**config.mk**
```make
export PLATFORM = sky130hd
export DESIGN_NAME = muldiv_sequencer
export DESIGN_NICKNAME = d
export VERILOG_FILES = /design/src/rtl/muldiv_pkg.sv /design/src/rtl/muldiv_datapath.sv /design/src/rtl/muldiv_sequencer.sv
export SDC_FILE = /design/constraint.sdc
export NUM_CORES = 1
export LEC_CHECK = 0
export BUFFER_PORTS_ARGS = -buffer_cell sky130_fd_sc_hd__buf_2
export CORE_ASPECT_RATIO = 1.25
export CORE_MARGIN = 2
export CORE_UTILIZATION = 48
export DETAILED_ROUTE_END_ITERATION = 8
export GPL_TIMING_DRIVEN = 0
export PLACE_DENSITY = 0.65
export SLEW_MARGIN = 25
export SYNTH_ARGS = -nofsm -noshare
export SYNTH_HDL_FRONTEND = slang
export SYNTH_SLANG_ARGS = --single-unit
export TNS_END_PERCENT = 50
```
**constraint.sdc**
```tcl
create_clock -name clk_i -period 7.7 [get_ports clk_i]
set_input_delay 0.77 -clock clk_i [delete_from_list [all_inputs] [get_ports clk_i]]
set_output_delay 0.77 -clock clk_i [all_outputs]
set_load 0.01 [all_outputs]
```
**src/rtl/muldiv_pkg.sv**
```systemverilog
// muldiv_pkg: shared FSM state, RV32M funct3 codes and operand-signedness helpers
package muldiv_pkg;
  typedef enum logic [1:0] {IDLE, CALC, DONE} state_t;
  localparam logic [2:0] F3_MUL    = 3'b000;
  localparam logic [2:0] F3_MULH   = 3'b001;
  localparam logic [2:0] F3_MULHSU = 3'b010;
  localparam logic [2:0] F3_MULHU  = 3'b011;
  localparam logic [2:0] F3_DIV    = 3'b100;
  localparam logic [2:0] F3_DIVU   = 3'b101;
  localparam logic [2:0] F3_REM    = 3'b110;
  localparam logic [2:0] F3_REMU   = 3'b111;
  function automatic logic is_div(input logic [2:0] f);
    return f[2];
  endfunction
  function automatic logic signed_a(input logic [2:0] f);
    return f == F3_MULH || f == F3_MULHSU || f == F3_DIV || f == F3_REM;
  endfunction
  function automatic logic signed_b(input logic [2:0] f);
    return f == F3_MULH || f == F3_DIV || f == F3_REM;
  endfunction
endpackage

```
**src/rtl/muldiv_datapath.sv**
```systemverilog
// muldiv_datapath: shared product/remainder-quotient register with shift-add and restoring-divide step
// Ports: clk_i/reset_i clock and async reset; load_i latches operands, step_i runs one
// iteration, finish_i registers result_o (from the stepped value when step_i, else the
// special divide result); special_o flags divide-by-zero / signed overflow on the inputs.
module muldiv_datapath
  import muldiv_pkg::*;
#(
  parameter int XLEN = 32
) (
  input  logic            clk_i,
  input  logic            reset_i,
  input  logic            load_i,
  input  logic            step_i,
  input  logic            finish_i,
  input  logic [2:0]      funct3_i,
  input  logic [XLEN-1:0] op_a_i,
  input  logic [XLEN-1:0] op_b_i,
  output logic            special_o,
  output logic [XLEN-1:0] result_o
);
  // acc holds {hi, lo}: product for multiply, {remainder, quotient} for divide
  logic [2*XLEN-1:0] acc_q, acc_s, acc_mul, acc_div, prod;
  logic [XLEN-1:0]   m_q, abs_a, abs_b, val, fin, spec_res, diff;
  logic [XLEN:0]     sum, shl;
  logic [2:0]        f_q;
  logic              neg_q, neg_d, sa_neg, sb_neg, div0, ovf, ge;
  always_comb begin
    sa_neg    = signed_a(funct3_i) && op_a_i[XLEN-1];
    sb_neg    = signed_b(funct3_i) && op_b_i[XLEN-1];
    abs_a     = sa_neg ? -op_a_i : op_a_i;
    abs_b     = sb_neg ? -op_b_i : op_b_i;
    // remainder sign follows the dividend; everything else is the product of signs
    neg_d     = (is_div(funct3_i) && funct3_i[1]) ? sa_neg : sa_neg ^ sb_neg;
    div0      = is_div(funct3_i) && op_b_i == '0;
    ovf       = is_div(funct3_i) && signed_a(funct3_i) &&
                op_a_i == {1'b1, {(XLEN-1){1'b0}}} && op_b_i == '1;
    special_o = div0 || ovf;
    // overflow quotient equals op_a (the most negative value), so op_a serves both cases
    spec_res  = funct3_i[1] ? (div0 ? op_a_i : '0) : (div0 ? '1 : op_a_i);
    sum       = {1'b0, acc_q[2*XLEN-1:XLEN]} + {1'b0, m_q};
    acc_mul   = acc_q[0] ? {sum, acc_q[XLEN-1:1]} : {1'b0, acc_q[2*XLEN-1:1]};
    shl       = {acc_q[2*XLEN-1:XLEN], acc_q[XLEN-1]};
    ge        = shl >= {1'b0, m_q};
    diff      = shl[XLEN-1:0] - m_q;
    acc_div   = {ge ? diff : shl[XLEN-1:0], acc_q[XLEN-2:0], ge};
    acc_s     = is_div(f_q) ? acc_div : acc_mul;
    prod      = neg_q ? -acc_s : acc_s;
    val       = f_q[1] ? acc_s[2*XLEN-1:XLEN] : acc_s[XLEN-1:0];
    fin       = is_div(f_q) ? (neg_q ? -val : val) :
                (f_q == F3_MUL ? prod[XLEN-1:0] : prod[2*XLEN-1:XLEN]);
  end
  always_ff @(posedge clk_i or posedge reset_i) begin
    if (reset_i) begin
      acc_q    <= '0;
      m_q      <= '0;
      f_q      <= '0;
      neg_q    <= 1'b0;
      result_o <= '0;
    end else begin
      if (load_i) begin
        acc_q <= {{XLEN{1'b0}}, is_div(funct3_i) ? abs_a : abs_b};
        m_q   <= is_div(funct3_i) ? abs_b : abs_a;
        f_q   <= funct3_i;
        neg_q <= neg_d;
      end else if (step_i) begin
        acc_q <= acc_s;
      end
      if (finish_i) result_o <= step_i ? fin : spec_res;
    end
  end
endmodule

```
**src/rtl/muldiv_sequencer.sv**
```systemverilog
// muldiv_sequencer: multi-cycle RV32M multiply/divide sequencer that stalls the EX stage
// Ports: clk_i clock, reset_i async active-high reset; start_i request (taken in IDLE),
// flush_i kills the operation; funct3_i/op_a_i/op_b_i operation; busy_o = CALC|DONE,
// stall_o holds the pipeline, done_o one-cycle result-valid pulse, result_o held result.
module muldiv_sequencer
  import muldiv_pkg::*;
#(
  parameter int XLEN = 32
) (
  input  logic            clk_i,
  input  logic            reset_i,
  input  logic            start_i,
  input  logic            flush_i,
  input  logic [2:0]      funct3_i,
  input  logic [XLEN-1:0] op_a_i,
  input  logic [XLEN-1:0] op_b_i,
  output logic            busy_o,
  output logic            stall_o,
  output logic            done_o,
  output logic [XLEN-1:0] result_o
);
  localparam int CNT_W = $clog2(XLEN);
  state_t           state_q;
  logic [CNT_W-1:0] cnt_q;
  logic             done_q, special, go, last, load, step, finish;
  always_comb begin
    go     = state_q == IDLE && start_i && !flush_i;
    step   = state_q == CALC && !flush_i;
    last   = step && cnt_q == '0;
    load   = go && !special;
    // special divides resolve at the start edge; normal ops finish on the last iteration
    finish = (go && special) || last;
  end
  assign busy_o  = state_q != IDLE;
  assign stall_o = go || state_q == CALC;
  assign done_o  = done_q;
  always_ff @(posedge clk_i or posedge reset_i) begin
    if (reset_i) begin
      state_q <= IDLE;
      cnt_q   <= '0;
      done_q  <= 1'b0;
    end else begin
      done_q  <= finish;
      state_q <= finish ? DONE : (load || (step && !last)) ? CALC : IDLE;
      cnt_q   <= load ? CNT_W'(XLEN-1) : (step && !last) ? cnt_q - CNT_W'(1) : cnt_q;
    end
  end
  muldiv_datapath #(.XLEN(XLEN)) u_dp (
    .clk_i    (clk_i),
    .reset_i  (reset_i),
    .load_i   (load),
    .step_i   (step),
    .finish_i (finish),
    .funct3_i (funct3_i),
    .op_a_i   (op_a_i),
    .op_b_i   (op_b_i),
    .special_o(special),
    .result_o (result_o)
  );
endmodule
```
# Yosys cells after proc, flatten, opt, wreduce, memory -nomap -nowiden
# Cells that the tools add are included.
# word_totals
latchBits,0
register_bits,140
rom_bits,0
n_memories,0
ram_bits,0
# op_classes
n_div,0
reduce_logical,33
addsub,7
muxes,23
n_lt_le_gt_ge,1
n_shift,0
multipliers,0
bitwise_logic,1
n_eq_ne,7
# op_table
op,count
32-bit two-way mux,13
64-bit two-way mux,5
32-bit negator,3
"32-bit == test, second input constant",2
64-bit negator,1
32-bit by 32-bit adder with 33-bit output,1
33-bit by 32-bit greater-or-equal comparator with 1-bit output,1
32-bit logical NOT,1
32-bit subtractor,1
1-bit logical AND,14
5-bit two-way mux,2
1-bit logical OR,9
"3-bit == test, second input constant",2
2-bit nonzero test,3
5-bit logical NOT,1
"5-bit by 1-bit subtractor with 5-bit output, second input constant",1
"3-bit by 1-bit == test with 1-bit output, second input constant",1
"3-bit by 2-bit == test with 1-bit output, second input constant",1
1-bit logical NOT,3
3-bit logical NOT,1
"2-bit by 1-bit == test with 1-bit output, second input constant",1
2-bit logical NOT,1
1-bit two-way mux,2
2-bit two-way mux,1
1-bit bitwise XOR,1

# Longest topological paths before layout
# Gate-level depths: netlist of run 1.
# depth
word_depth,13
ltp_mapped,24

# Hierarchy
# From an unflattened synthesis of run 1, not the netlist that was laid out.
# unflattened
cells_unflattened,2396
hier_area_um2,17628.2
# by_module_without_submodules
mod,area_per_inst_um2,seq_area_each_um2,cells_each,n_inst
muldiv_datapath,17249.0,3303.2,2354,1
muldiv_sequencer,379.1,175.2,42,1

# Least setup slack after synthesis of run 1
# OpenSTA, ideal clock, no wires.
# synth_timing
path_kind,register to register
start,register u_dp.acc_q[35]
end,register u_dp.result_o[26]
period_less_slack_ns,5.257
path_buffers,1
t_arrival_ns,5.113
path_stages_with_launch,22
slack_ns,2.443
required_time_ns,7.556
setup_time_ns,0.144
cell_sequence,dfrtp_1 -> ha_1 -> a21o_1 -> a31o_1 -> o211ai_4 -> and3_1 -> buf_4 -> o211ai_1 -> o21ai_0 -> ha_1 -> o221ai_1 -> or3_1 -> nor2_1 -> nand2_1 -> or3_1 -> a2111oi_4 -> and4_1 -> nand2_1 -> o21ai_0 -> mux2_2 -> o221ai_1 -> a32oi_1
# synth_via
elab_chain_cells,8
elab_cells_between_ends,14
# synth_rtl
element,line_no,text
"start, declared",muldiv_datapath.sv:22,"logic [2*XLEN-1:0] acc_q, acc_s, acc_mul, acc_div, prod;"
"start signal, assigned",muldiv_datapath.sv:61,"acc_q <= {{XLEN{1'b0}}, is_div(funct3_i) ? abs_a : abs_b};"
"start signal, assigned",muldiv_datapath.sv:66,acc_q <= acc_s;
32-bit by 32-bit adder with 33-bit output (tied with other cells),muldiv_datapath.sv:40,"sum = {1'b0, acc_q[2*XLEN-1:XLEN]} + {1'b0, m_q};"
64-bit two-way mux or 32-bit two-way mux (tied branches),"muldiv_datapath.sv:41, muldiv_datapath.sv:45",
64-bit two-way mux *,muldiv_datapath.sv:46,acc_s = is_div(f_q) ? acc_div : acc_mul;
64-bit negator or 32-bit two-way mux (tied branches),"muldiv_datapath.sv:47, muldiv_datapath.sv:48",
64-bit two-way mux or 32-bit negator (tied branches),"muldiv_datapath.sv:47, muldiv_datapath.sv:49",
"32-bit two-way mux, on equally long branches","muldiv_datapath.sv:50, muldiv_datapath.sv:49",
32-bit two-way mux *,muldiv_datapath.sv:49,fin = is_div(f_q) ? (neg_q ? -val : val) :
32-bit two-way mux *,muldiv_datapath.sv:68,if (finish_i) result_o <= step_i ? fin : spec_res;
"end signal, assigned",muldiv_datapath.sv:68,
"end, declared",muldiv_datapath.sv:19,output logic [XLEN-1:0] result_o
# Every way passes the cells marked *; elsewhere a longest branch is shown, timed or not.
# A chain may end at the register's enable or synchronous reset.

# Worst setup path after layout of run 1
# layout_timing
start,register u_dp.f_q[2]
end,register u_dp.result_o[0]
# layout_via
elab_chain_cells,6
elab_cells_between_ends,10
# layout_rtl
element,line_no,text
"start, declared",muldiv_datapath.sv:25,logic [2:0] f_q;
"start signal, assigned",muldiv_datapath.sv:63,f_q <= funct3_i;
64-bit two-way mux,muldiv_datapath.sv:46,
64-bit negator or 32-bit two-way mux (tied branches),"muldiv_datapath.sv:47, muldiv_datapath.sv:48",
64-bit two-way mux or 32-bit negator (tied branches),"muldiv_datapath.sv:47, muldiv_datapath.sv:49",
"32-bit two-way mux, on equally long branches","muldiv_datapath.sv:50, muldiv_datapath.sv:49",
32-bit two-way mux *,muldiv_datapath.sv:49,
32-bit two-way mux *,muldiv_datapath.sv:68,
# Marked as above.

==> results of run 1 <==
metrics by stage:
stage	utilization, %	hold WS [ns]	TNS [ns]	instance area, µm²
global placement	51.7	0.459	-0.515	18700
CTS	53.6	0.322	0	19400
floorplan	-	0.478	0	17600
finish	53.6	0.298	-0.457	19400
global route	53.6	0.339	0	19400
detailed placement	51.9	0.461	0	18800
worst paths after layout:
path / start / to / slack, ns / depth (start not counted)
setup reg to reg: u_dp.f_q[2]$_DFFE_PP0P_ / u_dp.result_o[0]$_DFFE_PP0P_ / -0.28 / 15
hold / removal: reset_i / u_dp.m_q[0]$_DFFE_PP0P_ / 0.30 / 2
setup / recovery: u_dp.f_q[2]$_DFFE_PP0P_ / u_dp.result_o[0]$_DFFE_PP0P_ / -0.28 / 15
min in group clk_i: u_dp.result_o[3]$_DFFE_PP0P_ / u_dp.result_o[3]$_DFFE_PP0P_ / 0.48 / 1
hold reg to reg: u_dp.result_o[3]$_DFFE_PP0P_ / u_dp.result_o[3]$_DFFE_PP0P_ / 0.48 / 1
max in group asynchronous: reset_i / u_dp.acc_q[63]$_DFFE_PP0P_ / 6.55 / 3
power breakdown:
part | total (W) | switching, W | leakage (nW) | internal, W
registers | 0.00123 | 0.000314 | 1.76 | 0.000911
clock network | 0.000883 | 0.000420 | 0.291 | 0.000463
logic | 0.00575 | 0.00390 | 5.69 | 0.00185
placed cells by master (no fill, tap or decap), drive strengths merged, types with 14 or more instances in the layout:
master and instances:
and2 23, xnor2 87, nand2 324, nand4 34
mux2 14, a31oi 27, nor3 79, nor2b 19
o211ai 60, buf 156, xor2 73, nand2b 29
or3 25, o31ai 33, ha 71, o221ai 30
a211oi 29, or2 14, o41ai 15, dfrtp 139
nand3 79, a21o 31, inv 88, nor2 209
clkbuf 132, a221oi 15, o21ai 259, a21oi 221
a2111oi 14, nor4 22, and3 20, mux2i 53
area by class of cell:
type	count	area share [%]
clock buffer	17	2.19
tap	480	3.09
clock inverter	15	0.857
sequential	139	17.9
buffer	163	3.48
inverter	77	1.53
timing repair buffer	108	2.94
multi-input combinational	2103	68.0
sequential cells by signal (all words and copies together) (netlist names):
register,count
state_q,1
u_dp.f_q,3
done_o,1
u_dp.m_q,32
cnt_q,5
u_dp.neg_q,1
u_dp.result_o,32
u_dp.acc_q,64
kinds of logic after synthesis:
| logic type | Yosys count | synth area share [%] |
|---|---|---|
| xor+xnor | 160 | 7.96 |
| compound gates | 877 | 32.5 |
| buf+inv | 240 | 5.47 |
| simple gates | 926 | 25.2 |
| fa+ha+maj | 73 | 5.27 |
| mux | 67 | 3.91 |
| flops | 139 | 19.7 |
layer usage:
| layer | vias to the layer above | global-route usage (%) | part of all wire (%) |
|---|---|---|---|
| li1 | 9458 | - | - |
| met1 | 10000 | 53.0 | 36 |
| met2 | 1437 | 74.6 | 44 |
| met3 | 406 | 11.8 | 9.9 |
| met4 | 6 | 41.6 | 10 |
| met5 | - | 0 | 0.040 |
what timing repair did:
action	CTS	global route
endpoints found under the hold margin	0	0
gates resized for setup	0	2
setup buffers	0	2
setup endpoints to repair	0	4
==> summary.txt, run 1 <==
Critical path
  – Most Frequent Cell on Critical Path: buf_2
  – Required time worst endpoint: 8.01 ns
  – Delay-heaviest family, CP: buffers and inverters
  – Crit path cell chain: buf_4 > buf_2 > buf_2 > buf_2 > buf_2 > buf_2 > buf_2 > buf_2 > buf_1 > buf_2 > clkbuf_1 > clkbuf_1 > a21oi_1 > a21oi_1 > o21ai_0
  – CP max FO: 10
  – Critical Setup Path Class: reg -> reg
  – Largest stage delay, worst path: 0.96 ns
  – Buffers and inverters on the worst path: 12
  – Data arrival, critical path: 8.29 ns
  – Slowest cell on crit path: a21oi_1
  – Crit end category: register
  – CP startpoint kind: register

Floorplanning
  – Core Area: 0.0362 mm²
  – I/O pin total: 106
  – Row count: 78
  – Die H: 218 µm
  – Initial Util: 48.7%
  – Die area: 0.0383 mm²
  – Die width: 175 µm

Finish
  – Synthesis-to-finish area growth: 10.2%
  – Layout cells sized above 1: 9.31%
  – Layout net count: 2,753
  – Final-layout fill cell count: 3,678
  – Multi-input gate area: 0.0132 mm²
  – Diode count: 0
  – Layout Cells excl Fill: 3,102
  – Seq. cell area: 0.00348 mm²

Routing
  – WL per Instance: 29.6 µm
  – DRT iter0 DRCs: 2,694
  – Pre-antenna DRT Iters: 9
  – Drc violations: 0
  – Via density: 6.88
  – Via count: 21.4k
  – WL final: 91,700 µm
  – Post-route ant nets: 0

Power
  – Maximum VDD drop: 0.202 mV
  – Total Power: 0.00786 W
  – PwrDens: 405 mW/mm²
  – Lkg Pwr: 7.74 nW

Timing
  – Final period util: 104%
  – RSZ-0062 raised after global routing: false
  – Final Skew: 0.0112 ns
  – Max frequency: 125 MHz
  – Fin. max-slew vios: 0
  – Final Hold Viols: 0
  – Min Tclk post-route: 7.98 ns
  – Max-slew headroom: 22.1%
  – Worst Tran Pin Value: 1.17 ns
  – Count of final setup violators: 2
  – Worst setup margin: -0.280 ns

Yosys
  – Synth top area share: 19.7%
  – EDFF count, synth: 0
  – Synth Instances: 2,482
  – Synth Flop Type: dfrtp_1
  – Top cells by count, synth: nand2_1, o21ai_0, a21oi_1, nor2_1, dfrtp_1
  – Yosys top cell by area: dfrtp_1
  – Post-synth ARST share: 100%
  – Ys Warns: 0
  – Synth cell types: 102
  – Top cells by area, synth: dfrtp_1, o21ai_0, nand2_1
  – Mapped cell area: 0.0176 mm²
  – Sequential area share after synthesis: 19.7%
  – Syn Nets: 2,626
  – #FFs+latches synth: 139
  – Most numerous cell in the Yosys netlist: nand2_1
  – Syn avg cell area: 7.10 µm²

Placed design
  – I/O Buffers: 104
  – GPL Wtd Cong: 1.14
  – Placed Instances: 3,068
  – Place WS: 0.0855 ns
  – Hpwl dp: 73,800 µm

GRT
  – Global-route wire length before repair: 132,000 µm
  – GR Util All Layers: 47.3%
  – Number of global-route vias before repair: 20.2k
  – Antenna violations before repair: 5
  – Grt ovf: 0
  – Largest net degree at the start of global routing: 92

Clock tree
  – Clk_lat worst skew: 0.48 ns
  – CTS hold repair buffers: 0
  – Clock sink count: 139
  – CTS tree: done
  – Maximum clock insertion buffer count: 2
  – H-Tree Depth: 4
  – CTS root buf: clkbuf_16
  – Clock Pin Slew Worst Setup and Hold Paths: 0.07 ns
  – CTS buffer count: 17

Outcome
  – Outcome: complete, but fails checks
  – Failing checks: setup timing

Worst hold path
  – Hold WC Path Type: in -> async

Flow run
  – Max Cap Viol: 0
(Power assumes the default switching activity.)
==> run 2, diff against run 1 <==
--- a/config.mk
+++ b/config.mk
@@ -7,7 +7,6 @@
 export LEC_CHECK = 0
 export BUFFER_PORTS_ARGS = -buffer_cell sky130_fd_sc_hd__buf_2
 export CORE_ASPECT_RATIO = 1.25
-export CORE_MARGIN = 2
 export CORE_UTILIZATION = 48
 export DETAILED_ROUTE_END_ITERATION = 8
 export GPL_TIMING_DRIVEN = 0
==> run 2 against run 1 <==
Compared with the run above:
- the flow still finishes with violations (setup timing)
- design area about the same
- first-iteration DRC count down 0.82%
- critical path depth unchanged
- sequential share of layout area about the same
- sequential cell count unchanged
- die area shrank 2.0%
- count of clock-buffer cells in the layout is the same
- clock skew is 0.0047 ns higher
- global-route usage increased by 2.7 points
- sequential power barely moved
- non-clock buffer count shrank 2
- highest routed layer unchanged
==> summary.txt, run 2 (same netlist as run 1, synthesis figures left out) <==
Power
  – Lkg Pwr: 7.72 nW
  – Sw Ratio: 59.4%
  – PwrDens: 408 mW/mm²
  – Clock power share: 11.1%
  – Sequential power share: 15.5%
  – Combinational Power Share: 73.5%
  – P_int: 0.00322 W
  – Switch Pwr: 0.00471 W
  – Maximum VDD drop: 0.209 mV

Floorplanning
  – Die width: 173 µm
  – Initial Util: 48.7%
  – I/O pin total: 106
  – Die area: 0.0375 mm²
  – Core Area: 0.0362 mm²
  – Row count: 78
  – Die H: 216 µm

GRT
  – Number of global-route vias before repair: 20.9k
  – Antenna violations before repair: 6
  – Grt ovf: 0
  – Largest net degree at the start of global routing: 97
  – Global-route wire length before repair: 137,000 µm
  – GR Util All Layers: 50.0%

Timing
  – Max-slew headroom: 19.7%
  – Final Hold Viols: 0
  – Worst Tran Pin Value: 1.19 ns
  – Final Skew: 0.0159 ns
  – Count of final setup violators: 2
  – Max frequency: 129 MHz
  – Worst setup margin: -0.0706 ns
  – Final period util: 101%
  – Min Tclk post-route: 7.77 ns
  – Fin. max-slew vios: 0
  – RSZ-0062 raised after global routing: true

Routing
  – WL final: 93,800 µm
  – WL per Instance: 30.2 µm
  – Via density: 6.98
  – Via count: 21.7k
  – Drc violations: 0
  – DRT iter0 DRCs: 2,672
  – Post-route ant nets: 0
  – Pre-antenna DRT Iters: 7

Worst hold path
  – Hold WC Path Type: in -> async

Finish
  – Layout cells sized above 1: 9.31%
  – Layout Cells excl Fill: 3,104
  – Synthesis-to-finish area growth: 10.3%
  – Largest Register: u_dp.acc_q
  – Biggest regs: u_dp.acc_q: 64 flops, u_dp.m_q: 32 flops, u_dp.result_o: 32 flops
  – Most common cell after layout, fill and taps aside: nand2_1
  – Max FFs per register: 64
  – Commonest non-fill, non-tap cells in the layout: nand2_1, o21ai_0, a21oi_1, nor2_1, dfrtp_1
  – Layout net count: 2,751

Critical path
  – CP max FO: 11
  – Slowest cell on crit path: buf_1
  – Critical Setup Path Class: reg -> reg
  – Largest stage delay, worst path: 0.91 ns
  – Most Frequent Cell on Critical Path: buf_2
  – R2R Setup Slk: -0.07 ns
  – Data arrival, critical path: 8.09 ns
  – Crit end category: register
  – CP startpoint kind: register
  – Required time worst endpoint: 8.02 ns
  – Crit path cell chain: buf_4 > buf_2 > buf_2 > buf_2 > buf_2 > buf_2 > buf_2 > buf_2 > buf_1 > clkbuf_2 > clkbuf_1 > clkbuf_1 > a21oi_1 > a21oi_1 > o21ai_0

Clock tree
  – Clock Pin Slew Worst Setup and Hold Paths: 0.07 ns
  – Clk_lat worst skew: 0.47 ns
  – Clock sink count: 139
  – CTS tree: done
  – CTS buffer count: 17
  – Maximum clock insertion buffer count: 2
  – CTS root buf: clkbuf_16
  – H-Tree Depth: 4

Placed design
  – Placed Instances: 3,068
  – Hpwl dp: 75,100 µm
  – GPL Wtd Cong: 1.05
  – Place WS: 0.348 ns
  – I/O Buffers: 104

Outcome
  – Failing checks: setup timing
  – Outcome: complete, but fails checks

Flow run
  – Max Cap Viol: 0
-- run 2: area by class of cell --
| cell class | count | area (µm²) |
|---|---|---|
| clock buffers | 17 | 425 |
| repair buffers | 106 | 556 |
| plain buffers | 163 | 676 |
| diodes | 4 | 10.0 |
| clock inverters | 15 | 168 |
| well taps | 480 | 601 |
| inverters | 77 | 297 |
| flip-flops and latches | 139 | 3480 |
| multi-input cells | 2103 | 13200 |
| fillers | 3727 | 16800 |
-- run 2: worst paths after layout --
check / from / end / cells after the start
min in group clk_i: u_dp.result_o[3]$_DFFE_PP0P_ / u_dp.result_o[3]$_DFFE_PP0P_ / 1
max: u_dp.f_q[2]$_DFFE_PP0P_ / u_dp.result_o[0]$_DFFE_PP0P_ / 15
min reg2reg: u_dp.result_o[3]$_DFFE_PP0P_ / u_dp.result_o[3]$_DFFE_PP0P_ / 1
min: reset_i / u_dp.m_q[1]$_DFFE_PP0P_ / 2
max in group asynchronous: reset_i / u_dp.acc_q[57]$_DFFE_PP0P_ / 3
max reg2reg: u_dp.f_q[2]$_DFFE_PP0P_ / u_dp.result_o[0]$_DFFE_PP0P_ / 15
-- run 2: critical path: cells and delay by family (launching register included) --
family / cells / cell delay [ns]
AOI/OAI and AO/OA: 3 / 1.19
buffers and inverters: 12 / 6.03
DFF: 1 / 0.34
-- run 2: through the flow --
stage / setup TNS [ns] / utilization [%] / power [W] / hold WS [ns] / cell area [µm²]
2_1_floorplan: 0 / - / 0.00487 / 0.478 / 17600
3_3_place_gp: 0 / 51.7 / 0.00660 / 0.458 / 18700
3_5_place_dp: 0 / 51.9 / 0.00668 / 0.468 / 18800
4_1_cts: 0 / 53.6 / 0.00759 / 0.303 / 19400
5_1_grt: -0.0107 / 53.6 / 0.00829 / 0.316 / 19400
6_report: -0.133 / 53.6 / 0.00793 / 0.289 / 19400
-- run 2: power by group through the flow --
stage / logic [W] / registers, W / clock network [W]
after floorplan: 0.00378 / 0.00110 / 0
after global placement: 0.00539 / 0.00121 / 0
after detailed placement: 0.00547 / 0.00121 / 0
after CTS: 0.00552 / 0.00120 / 0.000871
after global routing: 0.00615 / 0.00124 / 0.000900
final: 0.00582 / 0.00123 / 0.000878
-- run 2: layer usage --
metal  track usage (%)  part of all wire, %
met4              48.5                   11
met2              77.1                   43
met3              13.2                   10
met5             0.130                0.077
met1              55.6                   35
-- run 2: timing repair --
action,CTS,global route
buffers inserted,0,0
hold buffers,0,0
resized for setup,0,2
endpoints found under the setup margin,0,3
